===== config.mk =====
export PLATFORM = sky130hd
export DESIGN_NAME = score_keeper
export DESIGN_NICKNAME = d
export VERILOG_FILES = /design/src/rtl/score_keeper.sv
export SDC_FILE = /design/constraint.sdc
export NUM_CORES = 1
export LEC_CHECK = 0
export BUFFER_PORTS_ARGS = -buffer_cell sky130_fd_sc_hd__buf_2
export CAP_MARGIN = 0
export CORE_ASPECT_RATIO = 0.75
export CORE_MARGIN = 10
export CORE_UTILIZATION = 57
export CTS_CLUSTER_DIAMETER = 80
export DETAILED_ROUTE_END_ITERATION = 8
export PLACE_DENSITY_LB_ADDON = 0.3
export SLEW_MARGIN = 20
export SYNTH_ARGS = -nofsm -noshare
export SYNTH_HDL_FRONTEND = slang
export SYNTH_SLANG_ARGS = --single-unit

===== constraint.sdc =====
create_clock -name clk -period 2.8 [get_ports clk]
set_input_delay 0.56 -clock clk [delete_from_list [all_inputs] [get_ports clk]]
set_output_delay 0.56 -clock clk [all_outputs]
set_load 0.1 [all_outputs]

===== src/rtl/score_keeper.sv =====
// Purpose : game score keeper with BCD score, persistent high score and speed level.
// Latency : every output is registered; changes appear one cycle after the causing edge.
// Backpressure: none; start/collide are sampled as levels, tick_en is a one-cycle strobe.
//
// Ports:
//   clk, rst (sync, active-high)  - clock and reset
//   tick_en                       - movement strobe, advances score timing in RUN only
//   start, collide                - start/restart request, obstacle collision
//   score, high_score [15:0]      - 4-digit packed BCD, thousands in [15:12]
//   game_state [1:0]              - 00 IDLE, 01 RUN, 10 OVER
//   new_high                      - last completed game set a new high score
//   speed_level [2:0]             - difficulty 0..7, bumps each time the hundreds digit rolls
module score_keeper #(
   parameter int unsigned TICKS_PER_POINT = 6
) (
   input  logic        clk,
   input  logic        rst,
   input  logic        tick_en,
   input  logic        start,
   input  logic        collide,
   output logic [15:0] score,
   output logic [15:0] high_score,
   output logic [1:0]  game_state,
   output logic        new_high,
   output logic [2:0]  speed_level
);

   typedef enum logic [1:0] {
      IDLE = 2'b00,
      RUN  = 2'b01,
      OVER = 2'b10
   } state_t;

   localparam logic [7:0] LAST_TICK = 8'(TICKS_PER_POINT - 1);

   state_t      state;
   logic [7:0]  prescaler;
   logic [15:0] score_inc;
   logic        hund_step;
   logic        score_sat;
   logic        point_due;

   assign game_state = state;
   assign score_sat  = (score == 16'h9999);
   assign point_due  = tick_en && (prescaler == LAST_TICK);

   // Decimal ripple increment. hund_step flags that the hundreds digit
   // changes, which is exactly when the low two digits roll over from 99.
   always_comb begin
      score_inc = score;
      hund_step = 1'b0;
      if (score[3:0] != 4'd9) begin
         score_inc[3:0] = score[3:0] + 4'd1;
      end else begin
         score_inc[3:0] = 4'd0;
         if (score[7:4] != 4'd9) begin
            score_inc[7:4] = score[7:4] + 4'd1;
         end else begin
            score_inc[7:4] = 4'd0;
            hund_step      = 1'b1;
            if (score[11:8] != 4'd9) begin
               score_inc[11:8] = score[11:8] + 4'd1;
            end else begin
               score_inc[11:8] = 4'd0;
               if (score[15:12] != 4'd9) begin
                  score_inc[15:12] = score[15:12] + 4'd1;
               end else begin
                  score_inc[15:12] = 4'd0;
               end
            end
         end
      end
   end

   always_ff @(posedge clk) begin
      if (rst) begin
         state       <= IDLE;
         score       <= 16'h0000;
         high_score  <= 16'h0000;
         prescaler   <= 8'd0;
         speed_level <= 3'd0;
         new_high    <= 1'b0;
      end else begin
         case (state)
            IDLE, OVER: begin
               if (start) begin
                  state       <= RUN;
                  score       <= 16'h0000;
                  prescaler   <= 8'd0;
                  speed_level <= 3'd0;
                  new_high    <= 1'b0;
               end
            end
            RUN: begin
               // Collision takes precedence over a point that is due this edge.
               if (collide) begin
                  state <= OVER;
                  // Packed BCD sorts the same as its numeric value.
                  if (score > high_score) begin
                     high_score <= score;
                     new_high   <= 1'b1;
                  end
               end else if (tick_en) begin
                  if (point_due) begin
                     prescaler <= 8'd0;
                     if (!score_sat) begin
                        score <= score_inc;
                        if (hund_step && (speed_level != 3'd7)) begin
                           speed_level <= speed_level + 3'd1;
                        end
                     end
                  end else begin
                     prescaler <= prescaler + 8'd1;
                  end
               end
            end
            default: state <= IDLE;
         endcase
      end
   end

endmodule

==> results.txt <==
Clk_lat worst skew -> 0.30 ns
R2R setup slack -> 0.30 ns
Total Nets Final -> 377
CTS root buffer -> clkbuf_8
Setup crit end kind -> flip-flop
Die width -> 100 um
Worst Reg-to-Reg Cells -> 8
# diodes -> 0
Setup TNS Final -> 0 ns
Largest net degree at the start of global routing -> 52
First-pass GRT wire length -> 10900 um
Overall routing resource usage -> 0.166
MaxCap Viol Count -> 0
H-tree depth -> 2
Die area -> 8000 um2
Hold Crit Depth -> 2
Total power -> 1.57 mW
Sink Count -> 46
Area Overhead vs Synth -> 16.1%
Reg2reg end -> high_score[14]
Cell taking the most area after synthesis -> dfxtp_1
Worst endpoint required time -> 3.03 ns
Synth Instances -> 301
Slew Limit Headroom -> 0.509
Core box area -> 4550 um2
Type of origin of the critical path -> flip-flop
Vias in the first global route -> 2214
CTS Hold Bufs -> 0
Worst-Margin Slew -> 0.737 ns
Post-synthesis sequential area ratio -> 0.337
Count leader, synth -> dfxtp_1
Commonest cells in the netlist -> 46 x dfxtp_1, 37 x nand2b_1, 28 x ha_1, 23 x inv_1, 21 x nor2_1
Via count -> 2266
CTS tree -> built
Crit share post-route -> 0.893
Hold Path Class -> flip-flop to flip-flop
Placed Instance Area -> 3030 um2
Status -> completed
Hold slack -> 0.485 ns
Die Span Y -> 80.0 um
Hold Path End -> high_score[15]
GPL Wtd Cong -> 0.850
I/O pin cnt -> 43
Number of synthesized flops with an enable pin -> 0
Non-filler instance count after layout -> 402
Post-route ant nets -> 0
DRT iter0 DRCs -> 122
Fin. max-slew vios -> 0
Cell Rows -> 21
Total Wirelength -> 6520 um
Drt first pass iters -> 5
Leakage -> 1.30 nW
Synth unique cells -> 47
Bufs on Longest Clock Path -> 2
Critical path class -> flip-flop to flip-flop
RR Startpoint -> high_score[13]
#FFs+latches synth -> 46
Setup repair bufs after CTS -> 0
Top cell type's share of synthesized area -> 0.337
I/O Buffers -> 42
Final Skew -> 0.00530 ns
HP Start -> high_score[15]
Routed vias/inst -> 5.64
Dpl cells -> 394
Syn_area_per_cell -> 9.08 um2
Clk slew on worst S/H paths -> 0.09 ns
Area contributors post-synth -> dfxtp_1 34%, ha_1 13%, nand2b_1 8.5%
CTS resizes -> 1
Final Setup Violations -> 0
# fillers -> 361
Initial Util -> 0.601
DR DRC count -> 0
Cell Pwr Density -> 496 nW/um2
Syn Nets -> 334
Total grt overflow -> 0
Critical Path AT -> 2.73 ns
Share of layout cells above drive strength 1 -> 0.287
Fmax -> 400 MHz
Post-DP HPWL -> 4790 um
Synth Warn # -> 0
Ys flop type -> dfxtp_1
Hold Fails Final Rpt -> 0
Syn Std Cell Area -> 2730 um2
CTS buffer count -> 5
Peak VDD IR -> 334 uV
Routed WL per cell -> 16.2 um
Post-route cell area -> 3170 um2
RSZ-0062 raised after global routing -> false
Post-synth ARST share -> 0
Final Critical Period -> 2.50 ns
Initial antenna violation count -> 0
CP Max Fanout -> 16
==> stage by stage <==
step	setup WS [ns]	util
2_1_floorplan	0.00673	-
3_3_place_gp	0.283	0.667
3_5_place_dp	0.146	0.667
4_1_cts	0.280	0.698
5_1_grt	0.148	0.698
6_report	0.300	0.698
==> per-layer routing <==
| layer | track usage | up-vias | part of all wire |
|---|---|---|---|
| met5 | 0 | - | 0 |
| met4 | 0.0662 | 0 | 0.015 |
| met3 | 0.0433 | 11 | 0.055 |
| met2 | 0.257 | 60 | 0.45 |
| met1 | 0.214 | 1073 | 0.48 |
| li1 | - | 1122 | - |
==> power by group <==
group | total, mW | switching (mW) | internal [mW] | leakage [nW]
sequential | 0.688 | 0.0203 | 0.668 | 0.386
clock | 0.610 | 0.229 | 0.381 | 0.0714
combinational | 0.275 | 0.195 | 0.0797 | 0.842
total | 1.57 | 0.445 | 1.13 | 1.30
==> layout make-up <==
class,count,area [um2],area share
Clock inverter,2,60.1,0.0189
Multi-Input combinational cell,222,1680,0.529
Timing Repair Buffer,46,240,0.0757
Sequential cell,46,956,0.301
Tap cell,57,71.3,0.0225
Clock buffer,6,82.6,0.0260
Inverter,23,86.3,0.0272
==> worst max-delay path: stages (launching register included) <==
cell and delay [ns]:
dfxtp_2 0.36, inv_1 0.05, ha_1 0.31, nand4_1 0.20
nor3_1 0.29, a21boi_1 0.20, or4_1 0.14, and4_2 0.59
mux2i_1 0.27
==> cell usage in the layout (no fill, tap or decap), drive strengths merged, types with 6 or more instances in the layout <==
cell type / synthesis / layout
nor2: 23 / 23
nand3: 6 / 6
nand2: 12 / 12
clkbuf: 5 / 6
xnor2: 9 / 9
dfxtp: 46 / 46
xor2: 7 / 7
mux2i: 17 / 17
nor3: 12 / 12
inv: 23 / 23
nand4: 7 / 7
buf: 5 / 46
a21oi: 18 / 18
ha: 28 / 28
nand2b: 37 / 37
==> registers in the layout, indices dropped and copies added, names as in the netlist <==
signal	flops
game_state	2
score	16
speed_level	3
high_score	16
prescaler	8
new_high	1
==> kinds of logic (layout without fill, tap and decap cells) <==
kind of cell	Yosys count	count (layout)	share of synthesized area
compound gates	39	39	0.0966
xor+xnor	16	16	0.0513
fa+ha+maj	28	28	0.128
buf+inv	33	77	0.0499
flops	46	46	0.337
mux	17	17	0.0622
simple gates	122	122	0.275
==> worst max-delay path by stage <==
stage | from | endpoint | slack, ns | cells past startpoint
after floorplan | score[2] | high_score[0] | 0.007 | 8
after global placement | score[13] | high_score[5] | 0.28 | 7
after detailed placement | high_score[14] | high_score[7] | 0.15 | 8
after CTS | high_score[14] | high_score[14] | 0.28 | 8
after global routing | high_score[14] | high_score[14] | 0.15 | 8
final | high_score[13] | high_score[14] | 0.30 | 8
Power figures use the tool's default switching activity.
